File: src/rtl/cpu_error_ctrl_pkg.sv
// Shared definitions for the CPU error-path controller: source ids, FSM states, reset level.
package cpu_error_ctrl_pkg;

    localparam int unsigned SRC_ICACHE = 0;
    localparam int unsigned SRC_DCACHE = 1;
    localparam int unsigned SRC_IF     = 2;
    localparam int unsigned SRC_IFT    = 3;
    localparam int unsigned SRC_ID     = 4;
    localparam int unsigned SRC_LAUNCH = 5;
    localparam int unsigned SRC_EX     = 6;
    localparam int unsigned SRC_MM     = 7;
    localparam int unsigned SRC_MEM    = 8;
    localparam int unsigned SRC_WB     = 9;

    // Level of rst_n that resets the block (synchronous).
    localparam logic RstEnable = 1'b0;

    typedef enum logic [1:0] {
        ST_IDLE   = 2'd0,
        ST_DRAIN  = 2'd1,
        ST_HALTED = 2'd2
    } state_e;

endpackage

File: src/rtl/cpu_error_ctrl_if.sv
// Error-controller signal bundle: error strobes, halt handshake, debug clear and log readout.
interface cpu_error_ctrl_if #(
    parameter int unsigned NUM_SRC   = 10,
    parameter int unsigned LOG_DEPTH = 4,
    parameter int unsigned TS_W      = 16
);
    localparam int unsigned SRC_W = $clog2(NUM_SRC);
    localparam int unsigned CNT_W = $clog2(LOG_DEPTH) + 1;

    logic [NUM_SRC-1:0] err_src_i;
    logic               halt_ack_i;
    logic               clr_i;
    logic               log_rd_i;
    logic               cpu_inner_error_o;
    logic               halt_req_o;
    logic               first_valid_o;
    logic [SRC_W-1:0]   first_src_o;
    logic               timeout_o;
    logic               log_valid_o;
    logic [SRC_W-1:0]   log_src_o;
    logic               log_multi_o;
    logic [TS_W-1:0]    log_ts_o;
    logic [CNT_W-1:0]   log_cnt_o;
    logic               log_ovf_o;

    modport slave (
        input  err_src_i, halt_ack_i, clr_i, log_rd_i,
        output cpu_inner_error_o, halt_req_o, first_valid_o, first_src_o, timeout_o,
               log_valid_o, log_src_o, log_multi_o, log_ts_o, log_cnt_o, log_ovf_o
    );

    modport master (
        output err_src_i, halt_ack_i, clr_i, log_rd_i,
        input  cpu_inner_error_o, halt_req_o, first_valid_o, first_src_o, timeout_o,
               log_valid_o, log_src_o, log_multi_o, log_ts_o, log_cnt_o, log_ovf_o
    );

endinterface

File: src/rtl/err_event_fifo.sv
// Synchronous event FIFO with flush; head word is read straight from storage.
module err_event_fifo #(
    parameter int unsigned DEPTH = 4,
    parameter int unsigned WIDTH = 8
) (
    input  logic                     clk,
    input  logic                     rst_n,
    input  logic                     flush_i,
    input  logic                     push_i,
    input  logic                     pop_i,
    input  logic [WIDTH-1:0]         wdata_i,
    output logic [WIDTH-1:0]         rdata_o,
    output logic [$clog2(DEPTH):0]   cnt_o,
    output logic                     full_o,
    output logic                     empty_o
);
    localparam int unsigned AW = $clog2(DEPTH);

    logic [WIDTH-1:0] mem_q [DEPTH];
    logic [AW-1:0]    wr_q;
    logic [AW-1:0]    rd_q;
    logic [AW:0]      cnt_q;
    logic             do_push;
    logic             do_pop;

    assign empty_o = (cnt_q == '0);
    assign full_o  = (cnt_q == (AW+1)'(DEPTH));
    assign do_pop  = pop_i && !empty_o;
    // A pop in the same cycle frees the slot, so a push into a full FIFO is still accepted.
    assign do_push = push_i && (!full_o || do_pop);
    assign rdata_o = mem_q[rd_q];
    assign cnt_o   = cnt_q;

    always_ff @(posedge clk) begin
        if (!rst_n || flush_i) begin
            wr_q  <= '0;
            rd_q  <= '0;
            cnt_q <= '0;
        end else begin
            if (do_push) wr_q <= wr_q + AW'(1);
            if (do_pop)  rd_q <= rd_q + AW'(1);
            case ({do_push, do_pop})
                2'b10:   cnt_q <= cnt_q + (AW+1)'(1);
                2'b01:   cnt_q <= cnt_q - (AW+1)'(1);
                default: cnt_q <= cnt_q;
            endcase
        end
    end

    always_ff @(posedge clk) begin
        if (rst_n && !flush_i && do_push) mem_q[wr_q] <= wdata_i;
    end

endmodule

File: src/rtl/cpu_error_ctrl.sv
// Error-path controller: priority-encodes error strobes, latches the first error,
// runs the DRAIN -> HALTED halt handshake with timeout, and logs every error event.
module cpu_error_ctrl
    import cpu_error_ctrl_pkg::*;
#(
    parameter int unsigned NUM_SRC       = 10,
    parameter int unsigned LOG_DEPTH     = 4,
    parameter int unsigned TS_W          = 16,
    parameter int unsigned DRAIN_TIMEOUT = 64
) (
    input  logic              clk,
    input  logic              rst_n,
    cpu_error_ctrl_if.slave   bus
);
    localparam int unsigned SRC_W  = $clog2(NUM_SRC);
    localparam int unsigned CNT_W  = $clog2(LOG_DEPTH) + 1;
    localparam int unsigned WAIT_W = $clog2(DRAIN_TIMEOUT);
    localparam int unsigned ENT_W  = SRC_W + 1 + TS_W;

    state_e             state_q;
    logic [TS_W-1:0]    ts_q;
    logic [WAIT_W-1:0]  wait_q;
    logic               err_q;
    logic               halt_q;
    logic               first_valid_q;
    logic [SRC_W-1:0]   first_src_q;
    logic               timeout_q;
    logic               ovf_q;

    logic               evt;
    logic               evt_multi;
    logic [SRC_W-1:0]   evt_src;
    logic               clr_hon;
    logic               push;
    logic               pop;
    logic               drop;
    logic [ENT_W-1:0]   head;
    logic [CNT_W-1:0]   cnt;
    logic               full;
    logic               empty;

    // Highest set index wins: later pipeline stages hold the oldest instruction.
    always_comb begin
        evt_src = '0;
        for (int unsigned i = 0; i < NUM_SRC; i++) begin
            if (bus.err_src_i[i]) evt_src = SRC_W'(i);
        end
    end

    assign evt       = |bus.err_src_i;
    assign evt_multi = |(bus.err_src_i & (bus.err_src_i - NUM_SRC'(1)));
    assign clr_hon   = bus.clr_i && (state_q == ST_HALTED);
    assign push      = evt && !clr_hon;
    assign pop       = bus.log_rd_i && !empty;
    assign drop      = push && full && !pop;

    err_event_fifo #(
        .DEPTH (LOG_DEPTH),
        .WIDTH (ENT_W)
    ) u_fifo (
        .clk     (clk),
        .rst_n   (rst_n),
        .flush_i (clr_hon),
        .push_i  (push),
        .pop_i   (bus.log_rd_i),
        .wdata_i ({evt_src, evt_multi, ts_q}),
        .rdata_o (head),
        .cnt_o   (cnt),
        .full_o  (full),
        .empty_o (empty)
    );

    always_ff @(posedge clk) begin
        if (rst_n == RstEnable) begin
            state_q       <= ST_IDLE;
            ts_q          <= '0;
            wait_q        <= '0;
            err_q         <= 1'b0;
            halt_q        <= 1'b0;
            first_valid_q <= 1'b0;
            first_src_q   <= '0;
            timeout_q     <= 1'b0;
            ovf_q         <= 1'b0;
        end else begin
            ts_q <= ts_q + TS_W'(1);
            if (clr_hon) begin
                state_q       <= ST_IDLE;
                wait_q        <= '0;
                err_q         <= 1'b0;
                halt_q        <= 1'b0;
                first_valid_q <= 1'b0;
                first_src_q   <= '0;
                timeout_q     <= 1'b0;
                ovf_q         <= 1'b0;
            end else begin
                if (drop) ovf_q <= 1'b1;
                unique case (state_q)
                    ST_IDLE: begin
                        if (evt) begin
                            state_q       <= ST_DRAIN;
                            wait_q        <= '0;
                            err_q         <= 1'b1;
                            halt_q        <= 1'b1;
                            first_valid_q <= 1'b1;
                            first_src_q   <= evt_src;
                        end
                    end
                    ST_DRAIN: begin
                        // Ack is tested first so it wins over the final timeout cycle.
                        if (bus.halt_ack_i) begin
                            state_q <= ST_HALTED;
                        end else if (wait_q == WAIT_W'(DRAIN_TIMEOUT - 1)) begin
                            state_q   <= ST_HALTED;
                            timeout_q <= 1'b1;
                        end else begin
                            wait_q <= wait_q + WAIT_W'(1);
                        end
                    end
                    ST_HALTED: state_q <= ST_HALTED;
                    default:   state_q <= ST_IDLE;
                endcase
            end
        end
    end

    assign bus.cpu_inner_error_o = err_q;
    assign bus.halt_req_o        = halt_q;
    assign bus.first_valid_o     = first_valid_q;
    assign bus.first_src_o       = first_src_q;
    assign bus.timeout_o         = timeout_q;
    assign bus.log_ovf_o         = ovf_q;
    assign bus.log_cnt_o         = cnt;
    assign bus.log_valid_o       = !empty;
    assign bus.log_src_o         = empty ? '0 : head[TS_W+1 +: SRC_W];
    assign bus.log_multi_o       = empty ? 1'b0 : head[TS_W];
    assign bus.log_ts_o          = empty ? '0 : head[TS_W-1:0];

endmodule

File: src/flat_wrapper.sv
// flat-port wrapper written by rule: the top's interface ports become plain ports
module cpu_error_ctrl_flat import cpu_error_ctrl_pkg::*;
#(
    parameter int unsigned NUM_SRC       = 10,
    parameter int unsigned LOG_DEPTH     = 4,
    parameter int unsigned TS_W          = 16,
    parameter int unsigned DRAIN_TIMEOUT = 64
)
  (clk, rst_n, bus_err_src_i, bus_halt_ack_i, bus_clr_i, bus_log_rd_i, bus_cpu_inner_error_o, bus_halt_req_o, bus_first_valid_o, bus_first_src_o, bus_timeout_o, bus_log_valid_o, bus_log_src_o, bus_log_multi_o, bus_log_ts_o, bus_log_cnt_o, bus_log_ovf_o);
  cpu_error_ctrl_if #(.NUM_SRC(NUM_SRC), .LOG_DEPTH(LOG_DEPTH), .TS_W(TS_W)) bus_i ();
  input  logic clk;
  input  logic rst_n;
  input wire logic [$bits(bus_i.err_src_i)-1:0] bus_err_src_i;
  input wire logic [$bits(bus_i.halt_ack_i)-1:0] bus_halt_ack_i;
  input wire logic [$bits(bus_i.clr_i)-1:0] bus_clr_i;
  input wire logic [$bits(bus_i.log_rd_i)-1:0] bus_log_rd_i;
  output wire logic [$bits(bus_i.cpu_inner_error_o)-1:0] bus_cpu_inner_error_o;
  output wire logic [$bits(bus_i.halt_req_o)-1:0] bus_halt_req_o;
  output wire logic [$bits(bus_i.first_valid_o)-1:0] bus_first_valid_o;
  output wire logic [$bits(bus_i.first_src_o)-1:0] bus_first_src_o;
  output wire logic [$bits(bus_i.timeout_o)-1:0] bus_timeout_o;
  output wire logic [$bits(bus_i.log_valid_o)-1:0] bus_log_valid_o;
  output wire logic [$bits(bus_i.log_src_o)-1:0] bus_log_src_o;
  output wire logic [$bits(bus_i.log_multi_o)-1:0] bus_log_multi_o;
  output wire logic [$bits(bus_i.log_ts_o)-1:0] bus_log_ts_o;
  output wire logic [$bits(bus_i.log_cnt_o)-1:0] bus_log_cnt_o;
  output wire logic [$bits(bus_i.log_ovf_o)-1:0] bus_log_ovf_o;
  assign bus_i.err_src_i = bus_err_src_i;
  assign bus_i.halt_ack_i = bus_halt_ack_i;
  assign bus_i.clr_i = bus_clr_i;
  assign bus_i.log_rd_i = bus_log_rd_i;
  assign bus_cpu_inner_error_o = bus_i.cpu_inner_error_o;
  assign bus_halt_req_o = bus_i.halt_req_o;
  assign bus_first_valid_o = bus_i.first_valid_o;
  assign bus_first_src_o = bus_i.first_src_o;
  assign bus_timeout_o = bus_i.timeout_o;
  assign bus_log_valid_o = bus_i.log_valid_o;
  assign bus_log_src_o = bus_i.log_src_o;
  assign bus_log_multi_o = bus_i.log_multi_o;
  assign bus_log_ts_o = bus_i.log_ts_o;
  assign bus_log_cnt_o = bus_i.log_cnt_o;
  assign bus_log_ovf_o = bus_i.log_ovf_o;
  cpu_error_ctrl #(.NUM_SRC(NUM_SRC), .LOG_DEPTH(LOG_DEPTH), .TS_W(TS_W), .DRAIN_TIMEOUT(DRAIN_TIMEOUT)) u_core (.clk(clk), .rst_n(rst_n), .bus(bus_i));
endmodule
File: config.mk
export PLATFORM = sky130hd
export DESIGN_NAME = cpu_error_ctrl_flat
export DESIGN_NICKNAME = d
export VERILOG_FILES = /design/src/rtl/cpu_error_ctrl_pkg.sv /design/src/rtl/cpu_error_ctrl_if.sv /design/src/rtl/err_event_fifo.sv /design/src/rtl/cpu_error_ctrl.sv /design/src/flat_wrapper.sv
export SDC_FILE = /design/constraint.sdc
export NUM_CORES = 1
export LEC_CHECK = 0
export CAP_MARGIN = 20
export CORE_ASPECT_RATIO = 1.4
export CORE_MARGIN = 3
export CORE_UTILIZATION = 41
export CTS_BUF_LIST = sky130_fd_sc_hd__clkbuf_16
export DETAILED_ROUTE_END_ITERATION = 16
export HOLD_SLACK_MARGIN = 0.02
export SYNTH_ARGS = -nofsm -noshare
export SYNTH_HDL_FRONTEND = slang
export SYNTH_SLANG_ARGS = --single-unit
File: constraint.sdc
create_clock -name clk -period 3.01 [get_ports clk]
set_clock_uncertainty 0.1 [all_clocks]
set_input_delay 0.602 -clock clk [delete_from_list [all_inputs] [get_ports clk]]
set_output_delay 0.602 -clock clk [all_outputs]
set_load 0.01 [all_outputs]
==> key figures, run 1 <==
Outcome
  – Status: complete, no violations

Timing
  – RSZ-0062 raised after global routing: false
  – Final setup violation count: 0
  – Slew @ Worst Pin: 0.592 ns
  – Max Slew Vio Count: 0
  – Final Hold Fails: 0
  – Rel. slew slack: 0.605
  – Max frequency: 0.344 GHz
  – Period minus WS final: 2.91 ns
  – Post-route clock period utilization: 0.966

Clock network
  – Root buffer cell: clkbuf_16
  – CTS tree: done
  – Post-CTS setup buffers: 0
  – H-tree lvl count: 4
  – Hold-fix buffers, CTS: 0
  – Clock transition at path regs: 0.05 ns
  – Clk sinks: 124
  – # resized after CTS: 0
  – Worst skew pair latency: 0.41 ns
  – CTS buffer count: 17
  – CTS Buffer Depth: 2

Yosys
  – Syn_nets: 393
  – Syn_area_per_cell: 14.2 um^2
  – Area fraction of the dominant cell type after synthesis: 0.484
  – Yosys reg bits: 124
  – Top cells by area, synth: edfxtp_1, dfxtp_1, mux4_2
  – Yosys top cell by area: edfxtp_1
  – Mapped cell area: 5210 um^2
  – Post-synth top flop: edfxtp_1
  – Count leader, synth: edfxtp_1
  – Synth unique cells: 44
  – Post-synth EDFFs: 84
  – Cell count after synthesis: 367
  – Top cells by count, synth: edfxtp_1, dfxtp_1, and2_1
  – Synth warn: 0
  – Post-synthesis sequential area ratio: 0.638
  – Synth async-reset ratio: 0

Power and ir drop
  – Pwr dens: 883 nW/um^2
  – Peak supply drop: 0.480 mV
  – Tot Pwr: 0.00588 W
  – Cell leakage power: 2.34 nW

Hold path
  – Min-delay worst type: reg -> reg
  – Worst Hold Launch: u_core.bus.first_src_o[1]$_SDFFE_PP0P_
  – Hold Path Depth: 2

Drt
  – Vias per cell: 5.14
  – Routed wire length: 10100 um
  – # DRC: 0
  – Post-route ant nets: 0
  – Wire length per cell: 16.7 um
  – Iteration-0 DRC Markers: 88
  – First-pass DRT Iterations: 4
  – DR vias: 3104

Global routing
  – M1 GR Usage: 0.174
  – Met2 usage: 0.274
  – First-pass GRT wire length: 16600 um
  – Vias in the first global route: 3313
  – Initial antenna violation count: 0
  – Total grt overflow: 0
  – Overall Global Routing Usage: 0.157
  – Global route hottest layer: met2
  – Largest net degree at the start of global routing: 28
  – Grt met3 use: 0.0491

Worst setup path
  – Crit path required time: 2.31 ns
  – Crit-path cells: buf_12 -> mux4_2 -> and2_1 -> clkdlybuf4s50_1
  – Worst-path maximum fanout: 21
  – CP max-delay cell: mux4_2
  – WS Path Type: reg -> out
  – Critical Path Source Type: flop
  – R2R depth: 9
  – Crit path largest cell delay: 0.54 ns
  – Worst path arrival time: 2.21 ns
  – RR Startpoint: u_core.u_fifo.cnt_o[0]$_SDFFE_PP0P_
  – Crit. End Element: output port

Flow run
  – Max cap viols: 0

Die
  – Die X: 101 um
  – Std cell rows: 48
  – IO Pins: 49
  – Core area: 12400 um^2
  – DIE AREA: 14100 um^2
  – Die Y-Extent: 139 um
  – Initial Util: 0.421

Cells and area
  – Layout area overhead: 27.7%
  – Share of cells above drive strength 1: 0.170
  – Nets: 467
  – Antenna diodes: 0
  – Cell area after layout: 6660 um^2

Place
  – Placer Congestion: 0.756
  – Port bufs: 48
  – Placed Area: 6030 um^2
  – Hpwl dp: 6530 um
## report_power, final
part,internal (W),switching [W]
clock,0.00145,0.000701
sequential,0.00205,0.0000968
combinational,0.000819,0.000762
## metal layers
metal / up-vias / wire length, um
met5: - / 0
met4: 0 / 93
met3: 7 / 486
met2: 81 / 5590
met1: 1516 / 3890
li1: 1500 / -
## cell usage in the layout (no fill, tap or decap), types with 3 or more instances in the layout
cell             synthesis  layout
inv_1                   10      11
nor2b_1                  4       4
and3_1                   8       8
mux4_2                  21      21
nor2_1                  26      26
xor2_1                   5       5
ha_1                    10      10
nor4_4                   3       3
clkbuf_16                0      17
o21ai_0                 11      11
buf_12                   0       5
clkinv_1                 0       3
dfxtp_1                 40      40
nand3_1                 14      14
buf_4                    2      16
clkdlybuf4s50_1          0      48
nand2_1                 16      16
bufinv_16                0       5
edfxtp_1                84      84
nor3_1                   4       4
a21oi_1                 11      11
and2_1                  37      37
clkinv_2                 0       3
nand4_1                  3       3
xnor2_1                 18      18
## stage by stage
stage          utilization  TNS [ns]  instances  setup WS (ns)  hold slack (ns)
4_1_cts              0.538         0        604         0.0555            0.370
3_5_place_dp         0.487   -0.0543        572        -0.0543            0.355
6_report             0.538         0        604          0.101            0.374
5_1_grt              0.538         0        604         0.0272            0.408
3_3_place_gp         0.487  -0.00411        572       -0.00411            0.365
2_1_floorplan            -         0        367          0.479            0.366
## state kept, by name, indices dropped and copies added, names as in the netlist, 2 cells and up, named ones only
register                count
u_core.u_fifo.mem_q        84
u_core.ts_q                16
u_core.wait_q               6
u_core.bus.first_src_o      4
u_core.u_fifo.cnt_o         3
u_core.state_q              2
u_core.u_fifo.rd_q          2
u_core.u_fifo.wr_q          2
## final timing paths
kind	slack [ns]	endpoint
setup reg to reg	0.55	u_core.u_fifo.cnt_o[2]$_SDFFE_PP0P_
hold reg to reg	0.37	u_core.bus.first_src_o[1]$_SDFFE_PP0P_
setup / recovery	0.10	bus_log_multi_o
hold / removal	0.37	u_core.bus.first_src_o[1]$_SDFFE_PP0P_
## area by class of cell
class | instances | area, um^2
fill | 1045 | 5710
tap | 150 | 188
inverter | 10 | 37.5
clock inverter | 15 | 204
clock buffer | 17 | 425
timing repair buffer | 69 | 701
multi-input combinational | 219 | 1780
sequential | 124 | 3320
## critical path: cells and delay by family, from the launching register on
kind	cells	cell delay [ns]
buffers and inverters	2	0.71
DFF	1	0.36
muxes	1	0.54
and+or+nand+nor	1	0.19
## cell families (layout without fill, tap and decap cells)
family,count (synthesis),in the layout,synth area share
AOI/OAI and AO/OA,39,39,0.0458
DFF,124,124,0.638
adders and majority gates,12,12,0.0298
buffers and inverters,24,111,0.0211
and+or+nand+nor,123,123,0.134
xor gates and xnor gates,23,23,0.0386
muxes,22,22,0.0934
(Power assumes the default switching activity.)
==> run 2: changes to the inputs <==
Settings changed: CORE_MARGIN 3 to 4.
==> key figures, run 2 (synthesis results as in run 1) <==
Outcome
  – Status: complete, no violations

Die
  – Initial Util: 0.421
  – DIE AREA: 14600 um^2
  – Die X: 103 um
  – Core area: 12400 um^2
  – Std cell rows: 48
  – Die Y-Extent: 141 um
  – IO Pins: 49

Clock network
  – H-tree lvl count: 4
  – CTS Buffer Depth: 2
  – Post-CTS setup buffers: 0
  – CTS tree: done
  – # resized after CTS: 0
  – Root buffer cell: clkbuf_16
  – Clock transition at path regs: 0.05 ns
  – CTS buffer count: 17
  – Hold-fix buffers, CTS: 0
  – Worst skew pair latency: 0.41 ns
  – Clk sinks: 124

Timing
  – Period minus WS final: 2.91 ns
  – Max frequency: 0.344 GHz
  – Slew @ Worst Pin: 0.647 ns
  – Final setup violation count: 0
  – Hold WS: 0.378 ns
  – Final Hold Fails: 0
  – RSZ-0062 raised after global routing: false
  – Rel. slew slack: 0.568
  – Final WS setup: 0.102 ns
  – Max Slew Vio Count: 0
  – Post-route clock period utilization: 0.966

Drt
  – Vias per cell: 5.17
  – Post-route ant nets: 0
  – Routed wire length: 10000 um
  – # DRC: 0
  – Iteration-0 DRC Markers: 118
  – Wire length per cell: 16.5 um
  – First-pass DRT Iterations: 4
  – DR vias: 3126

Cells and area
  – Leading cell type in the layout, fill and taps excluded: edfxtp_1
  – Max FFs per register: 84
  – Antenna diodes: 0
  – Layout area overhead: 28.2%
  – Nets: 468
  – Final Non-Filler Cells: 605
  – Top Registers: u_core.u_fifo.mem_q x84, u_core.ts_q x16, u_core.wait_q x6
  – Post-layout util: 0.540
  – Commonest non-fill, non-tap cells in the layout: edfxtp_1, clkdlybuf4s50_1, dfxtp_1
  – Biggest register: u_core.u_fifo.mem_q
  – Share of cells above drive strength 1: 0.176
  – Cell area after layout: 6680 um^2

Worst setup path
  – Crit. End Element: output port
  – RR Startpoint: u_core.u_fifo.cnt_o[0]$_SDFFE_PP0P_
  – Crit path required time: 2.31 ns
  – FF-to-FF setup slack: 0.44 ns
  – Critical Path Source Type: flop
  – Worst r2r dst: u_core.u_fifo.cnt_o[2]$_SDFFE_PP0P_
  – R2R depth: 9
  – WS Path Type: reg -> out
  – Worst-path maximum fanout: 21
  – Worst path arrival time: 2.21 ns

Place
  – Port bufs: 48
  – Placer Congestion: 0.769
  – Placed instance count: 573
  – Hpwl dp: 6520 um
  – Post-Place Worst Slack: -0.0953 ns
  – Placed Area: 6040 um^2

Global routing
  – Largest net degree at the start of global routing: 28
  – Global route hottest layer: met2
  – M1 GR Usage: 0.171
  – Overall Global Routing Usage: 0.152
  – Total grt overflow: 0
  – Vias in the first global route: 3302
  – Initial antenna violation count: 0
  – First-pass GRT wire length: 16600 um
  – Grt met3 use: 0.0492
  – Met2 usage: 0.266

Hold path
  – Min-delay worst type: reg -> reg
  – Hold EP: u_core.bus.first_src_o[1]$_SDFFE_PP0P_
  – Worst Hold Launch: u_core.bus.first_src_o[1]$_SDFFE_PP0P_
  – Hold Path Depth: 2

Flow run
  – Max cap viols: 0

Power and ir drop
  – Pwr dens: 888 nW/um^2
  – Cell leakage power: 2.35 nW
  – Peak supply drop: 0.626 mV
run 2: how the worst max path moves through the flow:
stage | startpoint | to | slack (ns) | depth (start not counted)
2_1_floorplan | bus_err_src_i[1] | u_core.u_fifo.cnt_o[2]$_SDFFE_PP0P_ | 0.48 | 8
3_3_place_gp | bus_err_src_i[5] | u_core.u_fifo.cnt_o[2]$_SDFFE_PP0P_ | -0.04 | 9
3_5_place_dp | bus_err_src_i[5] | u_core.u_fifo.cnt_o[2]$_SDFFE_PP0P_ | -0.1 | 9
4_1_cts | flop | bus_log_ts_o[15] | 0.05 | 4
5_1_grt | flop | bus_log_multi_o | 0.01 | 4
6_report | flop | bus_log_ts_o[15] | 0.10 | 4
run 2: worst max-delay path, cell delays in order, from the launching register on:
cell and delay, ns:
dfxtp_1 0.35, buf_12 0.22, mux4_2 0.56, and2_1 0.18, clkdlybuf4s50_1 0.47
run 2: through the flow:
step	power, W	TNS (ns)
2_1_floorplan	0.00310	0
3_3_place_gp	0.00378	-0.0389
3_5_place_dp	0.00380	-0.0953
4_1_cts	0.00602	0
5_1_grt	0.00624	0
6_report	0.00593	0
run 2: layout make-up:
| class | instances | area (um^2) |
|---|---|---|
| fill | 1045 | 5690 |
| sequential | 124 | 3320 |
| multi-input combinational | 219 | 1780 |
| timing repair buffer | 70 | 708 |
| clock buffer | 17 | 425 |
| clock inverter | 15 | 221 |
| tap | 150 | 188 |
| inverter | 10 | 37.5 |
run 2: power by group:
group	total [W]	internal, W	switching, W
clock network	0.00220	0.00147	0.000727
registers	0.00215	0.00205	0.0000996
logic	0.00159	0.000822	0.000768
run 2: per-layer routing:
layer / vias up / share of wire
met5: - / 0
met4: 0 / 0.011
met3: 9 / 0.039
met2: 57 / 0.55
met1: 1550 / 0.40
li1: 1510 / -
